### src/rtl/alu_result_stage_if.sv
// Handshake bundle between the Alu, the result stage and writeback.
// The stage uses the slave view; the Alu/writeback side uses master.
interface alu_result_stage_if #(
   parameter int WORD_WIDTH    = 32,
   parameter int REG_IDX_WIDTH = 4,
   parameter int FLAGS_WIDTH   = 4
);
   logic                     in_valid;
   logic                     in_ready;
   logic [WORD_WIDTH-1:0]    in_result;
   logic [FLAGS_WIDTH-1:0]   in_flags;
   logic                     in_update_flags;
   logic                     in_write_reg;
   logic [REG_IDX_WIDTH-1:0] in_dest_reg;
   logic [FLAGS_WIDTH-1:0]   cur_flags;
   logic                     out_valid;
   logic                     out_ready;
   logic [WORD_WIDTH-1:0]    out_result;
   logic                     out_write_reg;
   logic [REG_IDX_WIDTH-1:0] out_dest_reg;

   modport slave (
      input  in_valid,
      input  in_result,
      input  in_flags,
      input  in_update_flags,
      input  in_write_reg,
      input  in_dest_reg,
      input  out_ready,
      output in_ready,
      output cur_flags,
      output out_valid,
      output out_result,
      output out_write_reg,
      output out_dest_reg
   );

   modport master (
      output in_valid,
      output in_result,
      output in_flags,
      output in_update_flags,
      output in_write_reg,
      output in_dest_reg,
      output out_ready,
      input  in_ready,
      input  cur_flags,
      input  out_valid,
      input  out_result,
      input  out_write_reg,
      input  out_dest_reg
   );
endinterface

### src/rtl/alu_result_stage.sv
// Alu result stage: 2-entry main/skid buffer with valid/ready on both
// sides, plus the architectural N,V,Z,C flags register fed back to the Alu.
module alu_result_stage #(
   parameter int WORD_WIDTH    = 32,
   parameter int REG_IDX_WIDTH = 4,
   parameter int FLAGS_WIDTH   = 4
) (
   input logic clk,
   input logic rst,
   input logic flush,
   alu_result_stage_if.slave bus
);
   localparam int BEAT_W = WORD_WIDTH + REG_IDX_WIDTH + 1;

   logic              main_valid_q, main_valid_d;
   logic              skid_valid_q, skid_valid_d;
   logic [BEAT_W-1:0] main_beat_q, main_beat_d;
   logic [BEAT_W-1:0] skid_beat_q, skid_beat_d;
   logic [FLAGS_WIDTH-1:0] flags_q, flags_d;
   logic [BEAT_W-1:0] in_beat;
   logic              in_ready;
   logic              out_valid;
   logic              accept;
   logic              drain;

   assign in_beat = {bus.in_write_reg, bus.in_dest_reg, bus.in_result};

   // in_ready depends only on registered skid state, never on out_ready
   assign in_ready  = !skid_valid_q && !rst && !flush;
   assign out_valid = main_valid_q && !rst;
   assign accept    = bus.in_valid && in_ready;
   assign drain     = out_valid && bus.out_ready;

   assign bus.in_ready  = in_ready;
   assign bus.out_valid = out_valid;
   assign bus.cur_flags = rst ? '0 : flags_q;
   assign {bus.out_write_reg, bus.out_dest_reg, bus.out_result} =
      out_valid ? main_beat_q : '0;

   always_comb begin
      main_valid_d = main_valid_q;
      skid_valid_d = skid_valid_q;
      main_beat_d  = main_beat_q;
      skid_beat_d  = skid_beat_q;
      flags_d      = flags_q;
      if (accept && bus.in_update_flags) begin
         flags_d = bus.in_flags;
      end
      if (flush) begin
         main_valid_d = 1'b0;
         skid_valid_d = 1'b0;
      end else if (!main_valid_q) begin
         if (accept) begin
            main_valid_d = 1'b1;
            main_beat_d  = in_beat;
         end
      end else if (!skid_valid_q) begin
         if (drain && accept) begin
            main_beat_d = in_beat;
         end else if (drain) begin
            main_valid_d = 1'b0;
         end else if (accept) begin
            skid_valid_d = 1'b1;
            skid_beat_d  = in_beat;
         end
      end else if (drain) begin
         main_beat_d  = skid_beat_q;
         skid_valid_d = 1'b0;
      end
   end

   always_ff @(posedge clk) begin
      if (rst) begin
         main_valid_q <= 1'b0;
         skid_valid_q <= 1'b0;
         main_beat_q  <= '0;
         skid_beat_q  <= '0;
         flags_q      <= '0;
      end else begin
         main_valid_q <= main_valid_d;
         skid_valid_q <= skid_valid_d;
         main_beat_q  <= main_beat_d;
         skid_beat_q  <= skid_beat_d;
         flags_q      <= flags_d;
      end
   end
endmodule

### src/flat_wrapper.sv
// flat-port wrapper written by rule: the top's interface ports become plain ports
module alu_result_stage_flat 
#(
   parameter int WORD_WIDTH    = 32,
   parameter int REG_IDX_WIDTH = 4,
   parameter int FLAGS_WIDTH   = 4
)
  (clk, rst, flush, bus_in_valid, bus_in_result, bus_in_flags, bus_in_update_flags, bus_in_write_reg, bus_in_dest_reg, bus_out_ready, bus_in_ready, bus_cur_flags, bus_out_valid, bus_out_result, bus_out_write_reg, bus_out_dest_reg);
  alu_result_stage_if #(.WORD_WIDTH(WORD_WIDTH), .REG_IDX_WIDTH(REG_IDX_WIDTH), .FLAGS_WIDTH(FLAGS_WIDTH)) bus_i ();
  input logic clk;
  input logic rst;
  input logic flush;
  input wire logic [$bits(bus_i.in_valid)-1:0] bus_in_valid;
  input wire logic [$bits(bus_i.in_result)-1:0] bus_in_result;
  input wire logic [$bits(bus_i.in_flags)-1:0] bus_in_flags;
  input wire logic [$bits(bus_i.in_update_flags)-1:0] bus_in_update_flags;
  input wire logic [$bits(bus_i.in_write_reg)-1:0] bus_in_write_reg;
  input wire logic [$bits(bus_i.in_dest_reg)-1:0] bus_in_dest_reg;
  input wire logic [$bits(bus_i.out_ready)-1:0] bus_out_ready;
  output wire logic [$bits(bus_i.in_ready)-1:0] bus_in_ready;
  output wire logic [$bits(bus_i.cur_flags)-1:0] bus_cur_flags;
  output wire logic [$bits(bus_i.out_valid)-1:0] bus_out_valid;
  output wire logic [$bits(bus_i.out_result)-1:0] bus_out_result;
  output wire logic [$bits(bus_i.out_write_reg)-1:0] bus_out_write_reg;
  output wire logic [$bits(bus_i.out_dest_reg)-1:0] bus_out_dest_reg;
  assign bus_i.in_valid = bus_in_valid;
  assign bus_i.in_result = bus_in_result;
  assign bus_i.in_flags = bus_in_flags;
  assign bus_i.in_update_flags = bus_in_update_flags;
  assign bus_i.in_write_reg = bus_in_write_reg;
  assign bus_i.in_dest_reg = bus_in_dest_reg;
  assign bus_i.out_ready = bus_out_ready;
  assign bus_in_ready = bus_i.in_ready;
  assign bus_cur_flags = bus_i.cur_flags;
  assign bus_out_valid = bus_i.out_valid;
  assign bus_out_result = bus_i.out_result;
  assign bus_out_write_reg = bus_i.out_write_reg;
  assign bus_out_dest_reg = bus_i.out_dest_reg;
  alu_result_stage #(.WORD_WIDTH(WORD_WIDTH), .REG_IDX_WIDTH(REG_IDX_WIDTH), .FLAGS_WIDTH(FLAGS_WIDTH)) u_core (.clk(clk), .rst(rst), .flush(flush), .bus(bus_i));
endmodule
### config.mk
export PLATFORM = sky130hd
export DESIGN_NAME = alu_result_stage_flat
export DESIGN_NICKNAME = d
export VERILOG_FILES = /design/src/rtl/alu_result_stage_if.sv /design/src/rtl/alu_result_stage.sv /design/src/flat_wrapper.sv
export SDC_FILE = /design/constraint.sdc
export NUM_CORES = 1
export LEC_CHECK = 0
export CORE_MARGIN = 4
export CORE_UTILIZATION = 30
export CTS_CLUSTER_DIAMETER = 150
export DETAILED_ROUTE_END_ITERATION = 6
export PLACE_DENSITY_LB_ADDON = 0.25
export REMOVE_ABC_BUFFERS = 1
export SLEW_MARGIN = 20
export SYNTH_ARGS = -nofsm -noshare
export SYNTH_HDL_FRONTEND = slang
export SYNTH_SLANG_ARGS = --single-unit
### constraint.sdc
create_clock -name clk -period 2 [get_ports clk]
set_input_delay 0.4 -clock clk [delete_from_list [all_inputs] [get_ports clk]]
set_output_delay 0.4 -clock clk [all_outputs]
set_load 0.05 [all_outputs]
==> results.ini, run 1 <==
[sta]
drv_slew = 0
fmax_mhz = 527
period_share_pct = 94.8
setup_viol = 0
rsz0062_at_grt = false
min_period_ns = 1.90
worstMarginPinSlew_ns = 0.385
clock_skew_ns = 0.00654
hold_viol_final = 0
maxSlewHeadroom_pct = 74.3
setup_slack_ns = 0.103
whs_ns = 0.474

[grt]
use_met2_pct = 25.6
grt_first_pass_wirelength_mm = 19.4
grt_use_met1_pct = 21.9
use_met3_pct = 3.89
grt_start_max_net_pins = 42
grt_overflow = 0
grt_usage_pct = 16.1
grt_pass1_vias = 3822
busiest_layer = met2
antenna_found_initial = 0

[critical_path]
reg2reg_from = u_core.main_valid_q
cp_top_family = buffers and inverters
path_cells = clkdlybuf4s50_1 -> or2_2 -> nor2_1 -> buf_12
cp-end-kind = primary output
rrSetupSlack_ns = 0.42
start_kind = input port
crit_buf_inv = 2
path_max_fanout = 3
slowest_delay_ns = 0.43
crit_start = flush
slowest_stage = clkdlybuf4s50_1
crit_arrival_ns = 1.50
critical_path_class = in -> out
critPathRequiredTime_ns = 1.60

[routing]
vias_per_cell = 5.34
ant_nets = 0
avgRoutedWirePerCell_um = 16.7
drc = 0
drt_iter0_drc = 318
vias = 3827
dr.pass1.iters = 5
wl_mm = 12.0

[clock_network]
cts_root_buf = clkbuf_16
htree_levels = 3
post_cts_buffers = 0
path_clk_slew_ns = 0.06
clk_latency_ns = 0.33
cts_resized = 0
clockBufferDepth = 2
cts.sinks = 80
cts_tree = done
cts_buffers = 9
postCtsHoldBufs = 0

[floorplan]
placementRows = 41
io_pins = 90
die_w_um = 123
core_mm2 = 0.0128
die_area_mm2 = 0.0151
initial_core_util_pct = 31.1
fp.dieH_um = 123

[layout]
multiInputGateArea_mm2 = 0.00209
area_growth_pct = 45.9
drive_gt1_share_pct = 24.2
n_fill_cell = 1173
insertedDiodeCount = 0
regArea_mm2 = 0.00160
nNetsFinal = 587

[pwr]
p_int_mw = 2.86
power.share.clock_pct = 43.7
seqPwrFrac_pct = 43.5
switching_share_pct = 25.0
p_leak_nw = 1.98
switching_power_uw = 956
comb_power_share_pct = 12.8
power_density_mw_per_mm2 = 660
ir_drop_mv = 0.469

[outcome]
outcome = completed

[min_path]
min_from = u_core.flags_q[3]
hold_class = reg -> reg

[placed_design]
pre_cts_ws_ns = 0.00419
dp_hpwl_mm = 8.02
globalplace.congestion = 0.693
io_buffer_count = 89

[synth]
netlist_instances = 468
ys_seq_area_share_pct = 40.4
post_synth.cell_area_avg_um2 = 8.48
synthesis.area_mm2 = 0.00397
synth.distinct_cells = 24
synth_warnings = 0
ys_seq_elements = 80

[run]
drv_cap = 0

==> per-stage QoR <==
stage | power, mW | utilization [%] | setup TNS [ns] | cells | cell area (µm²)
final | 3.82 | 45.3 | 0 | 717 | 5790
after global routing | 3.97 | 45.3 | 0 | 717 | 5790
after CTS | 3.84 | 45.3 | 0 | 717 | 5790
after detailed placement | 2.18 | 42.9 | 0 | 701 | 5480
after global placement | 2.17 | 42.9 | 0 | 701 | 5480
after floorplan | 1.90 | - | -157.24 | 410 | 3660
==> worst min-delay path: stages (launching register included) <==
cell	delay [ns]
dfxtp_1	0.30
o21ai_0	0.06
a21oi_1	0.06
==> synth_stat cells <==
cell | count | area (µm²)
nand2b_1 | 2 | 12.5
clkbuf_1 | 31 | 116
buf_1 | 3 | 11.3
mux2_4 | 1 | 15.0
and2_1 | 37 | 231
nand2_1 | 38 | 143
nand3_1 | 78 | 390
a21oi_1 | 43 | 215
buf_6 | 9 | 101
or4b_4 | 1 | 13.8
inv_1 | 2 | 7.51
nor2_1 | 2 | 7.51
nor4b_2 | 1 | 15.0
dfxtp_1 | 80 | 1600
a311oi_2 | 30 | 450
o21ai_0 | 35 | 175
and3_1 | 1 | 6.26
nor2b_1 | 6 | 37.5
a311oi_1 | 7 | 61.3
a31oi_1 | 37 | 231
or2_2 | 1 | 6.26
buf_2 | 15 | 75.1
a211oi_1 | 1 | 7.51
o21ai_1 | 7 | 35.0
==> routing by layer <==
metal	share of wire (%)	wire length, µm	vias to the layer above
met5	0	0	-
met3	5.9	710	15
met4	1.2	148	0
li1	-	-	1865
met1	45	5340	1839
met2	48	5790	108
==> cells in the final DEF (no fill, tap or decap), drive strengths merged, types with 10 or more instances in the layout <==
master,n
and2,37
dfxtp,80
nand3,78
buf,74
clkbuf,10
a311oi,37
a31oi,37
a21oi,43
o21ai,42
nand2,38
clkdlybuf4s50,45
==> sequential cells by signal (all words and copies together), names as in the netlist <==
name                 flops
u_core.skid_beat_q      37
u_core.flags_q           4
u_core.main_valid_q      1
u_core.main_beat_q      37
u_core.skid_valid_q      1
==> cell type report <==
| cell class | instances | share of cell area [%] |
|---|---|---|
| repair buffers | 119 | 27.1 |
| multi-input cells | 328 | 36.0 |
| well taps | 172 | 3.72 |
| flip-flops and latches | 80 | 27.7 |
| clock buffers | 10 | 4.13 |
| clock inverters | 6 | 1.17 |
| inverters | 2 | 0.130 |
==> final timing paths <==
check	cells past startpoint	end
worst max-delay path	4	bus_in_ready
worst min-delay path	2	u_core.flags_q[3]
worst max register to register	5	u_core.main_beat_q[35]
worst min register to register	2	u_core.flags_q[3]
==> power by group through the flow <==
stage / Combinational (mW) / Sequential (mW) / Clock [mW]
2_1_floorplan: 0.200 / 1.70 / 0
3_3_place_gp: 0.477 / 1.70 / 0
3_5_place_dp: 0.485 / 1.70 / 0
4_1_cts: 0.487 / 1.66 / 1.69
5_1_grt: 0.524 / 1.67 / 1.78
6_report: 0.489 / 1.66 / 1.67
==> cells by family (layout without fill, tap and decap cells) <==
family / count (synthesis) / after routing / synth area share (%)
AOI/OAI and AO/OA: 160 / 160 / 29.6
and+or+nand+nor: 167 / 167 / 21.8
muxes: 1 / 1 / 0.378
buffers and inverters: 60 / 137 / 7.85
DFF: 80 / 80 / 40.4
Power figures use the tool's default switching activity.
==> run 2, diff against run 1 <==
CORE_MARGIN = not set   (was 4)
==> run 2 against run 1 <==
Against the previous run: sequential power barely moved; final area down 1.7%; combinational power down 3%; non-clock buffer count fell by 5; clock power fell by 8%; clock-buffer cell count shrank 1; fmax fell by 1.9%; clock skew up 0.0012 ns; largest power group is now registers; utilization down 0.75 points; critical path type unchanged; setup slack got worse by 0.037 ns; total power fell by 3.7%; via count decreased by 0.34%.
==> results.ini, run 2 (synthesis gave the netlist of run 1 again) <==
[critical_path]
critical_path_class = in -> out
rr_worst_depth = 5  ; unchanged
r2r-end = u_core.skid_beat_q[24]
slowest_delay_ns = 0.45  ; +0.02 ns
rrSetupSlack_ns = 0.29  ; -0.13 ns
critPathRequiredTime_ns = 1.60  ; about the same
crit_start = flush
start_kind = input port
path_max_fanout = 3  ; unchanged
path_cells = clkdlybuf4s50_1 -> or2_2 -> nor2_1 -> buf_12
cp-end-kind = primary output
slowest_stage = clkdlybuf4s50_1
reg2reg_from = u_core.main_valid_q
crit_arrival_ns = 1.53  ; +0.03 ns

[min_path]
min_from = rst
hold_depth = 2  ; unchanged
min_to = u_core.flags_q[1]
hold_class = in -> reg

[sta]
rsz0062_at_grt = false
worstMarginPinSlew_ns = 0.647  ; +0.262 ns
fmax_mhz = 517  ; -1.9%
whs_ns = 0.397  ; -0.0777 ns
drv_slew = 0  ; unchanged
hold_viol_final = 0  ; unchanged
setup_viol = 0  ; unchanged
clock_skew_ns = 0.00771  ; +0.00117 ns
period_share_pct = 96.7  ; +1.9 points
maxSlewHeadroom_pct = 56.9  ; -17 points
min_period_ns = 1.93  ; +0.0375 ns

[layout]
postLayoutCellArea_mm2 = 0.00569  ; -1.7%
area_growth_pct = 43.5
regArea_mm2 = 0.00160  ; unchanged
insertedDiodeCount = 0  ; unchanged
top_regs = u_core.main_beat_q x37, u_core.skid_beat_q x37, u_core.flags_q x4
drive_gt1_share_pct = 23.5  ; -0.70 points
final_cell_count_no_fill = 712  ; -0.70%
nNetsFinal = 582  ; -0.85%
n_fill_cell = 1220  ; +4.0%
multiInputGateArea_mm2 = 0.00209  ; +0.24%
final_cell_mix = nand3_1 (78), dfxtp_1 (78), clkdlybuf4s50_1 (45)

[clock_network]
clockBufferDepth = 2  ; unchanged
path_clk_slew_ns = 0.06  ; about the same
cts_resized = 0  ; unchanged
htree_levels = 3  ; unchanged
cts_root_buf = clkbuf_16
cts.sinks = 80  ; unchanged
postCtsHoldBufs = 0  ; unchanged
clk_latency_ns = 0.33  ; about the same
cts_tree = done
cts_buffers = 9  ; unchanged
post_cts_buffers = 0  ; unchanged

[run]
drv_cap = 0  ; unchanged

[grt]
grt_usage_pct = 17.2  ; +1.1 points
grt_pass1_vias = 3529  ; -7.7%
antenna_found_initial = 0  ; unchanged
grt_overflow = 0  ; unchanged
grt_start_max_net_pins = 75  ; +79%
grt_first_pass_wirelength_mm = 18.4  ; -5.3%

[pwr]
switching_share_pct = 26.6  ; +1.6 points
power.share.clock_pct = 41.9  ; -1.8 points
switching_power_uw = 978  ; +2.4%
ir_drop_mv = 0.505  ; +7.8%
p_int_mw = 2.70  ; -5.8%
seqPwrFrac_pct = 45.2  ; +1.7 points
power_density_mw_per_mm2 = 646  ; -2.1%
p_leak_nw = 1.92  ; -3.1%
comb_power_share_pct = 12.9  ; about the same

[floorplan]
initial_core_util_pct = 31.1  ; unchanged
fp.dieH_um = 117  ; -4.9%
die_w_um = 117  ; -4.9%
placementRows = 41  ; unchanged
core_mm2 = 0.0128  ; unchanged
die_area_mm2 = 0.0137  ; -9.5%
io_pins = 90  ; unchanged

[placed_design]
globalplace.congestion = 0.691  ; -0.30%
io_buffer_count = 89  ; unchanged
dp_hpwl_mm = 7.30  ; -9.0%
place_area_mm2 = 0.00541  ; -1.3%
dp_cells = 696  ; -0.71%

[routing]
dr.pass1.iters = 5  ; unchanged
vias = 3814  ; -0.34%
ant_nets = 0  ; unchanged
avgRoutedWirePerCell_um = 16.1  ; -3.4%
drc = 0  ; unchanged
drt_iter0_drc = 315  ; -0.94%
vias_per_cell = 5.36  ; +0.36%
wl_mm = 11.5  ; -4.1%

[outcome]
outcome = completed

==> run 2: cell count changes in the layout (fill, tap and decap cells not counted), sizes merged <==
cell	before	now
buf	74	69
clkinvlp	2	5
clkinv	2	0
bufinv	1	0
clkbuf	10	9
inv	3	4
==> run 2: worst max-delay path by stage <==
stage	endpoint	cells after the start
final	bus_in_ready	4
after global routing	bus_in_ready	4
after CTS	bus_in_ready	4
after detailed placement	u_core.skid_beat_q[34]	5
after global placement	u_core.skid_beat_q[32]	5
after floorplan	u_core.main_beat_q[10]	3
==> run 2: through the flow <==
stage               TNS, ns  power [mW]  util, %  setup WS [ns]
detailed placement    -1.62        2.17     42.4        -0.0925
floorplan           -157.24        1.90        -          -1.67
CTS                       0        3.71     44.6         0.0620
finish                    0        3.68     44.6         0.0660
global placement     -0.409        2.16     42.4        -0.0609
global route              0        3.82     44.6         0.0171
==> run 2: worst max-delay path: cells and delay by family <==
kind                   cells  cell delay, ns
AND/OR/NAND/NOR            2            0.51
buffers and inverters      2            0.62
==> run 2: layer usage <==
layer / share of wire, % / wire (µm) / global-route usage (%)
met3: 7.1 / 817 / 4.22
met2: 45 / 5140 / 26.3
met1: 47 / 5410 / 24.0
met5: 0 / 0 / 0
met4: 1.2 / 134 / 4.81
==> run 2: final cells by class <==
cell class              instances  area share (%)
multi-input cells             328            36.7
flip-flops and latches         80            28.2
repair buffers                114            26.2
clock buffers                   9            3.96
well taps                     172            3.78
clock inverters                 7           0.967
inverters                       2           0.132
==> run 2: power by group through the flow <==
| stage | Clock (mW) | Sequential, mW | Combinational (mW) |
|---|---|---|---|
| finish | 1.54 | 1.66 | 0.475 |
| global route | 1.65 | 1.67 | 0.510 |
| CTS | 1.57 | 1.66 | 0.476 |
| detailed placement | 0 | 1.70 | 0.474 |
| global placement | 0 | 1.70 | 0.466 |
| floorplan | 0 | 1.70 | 0.200 |
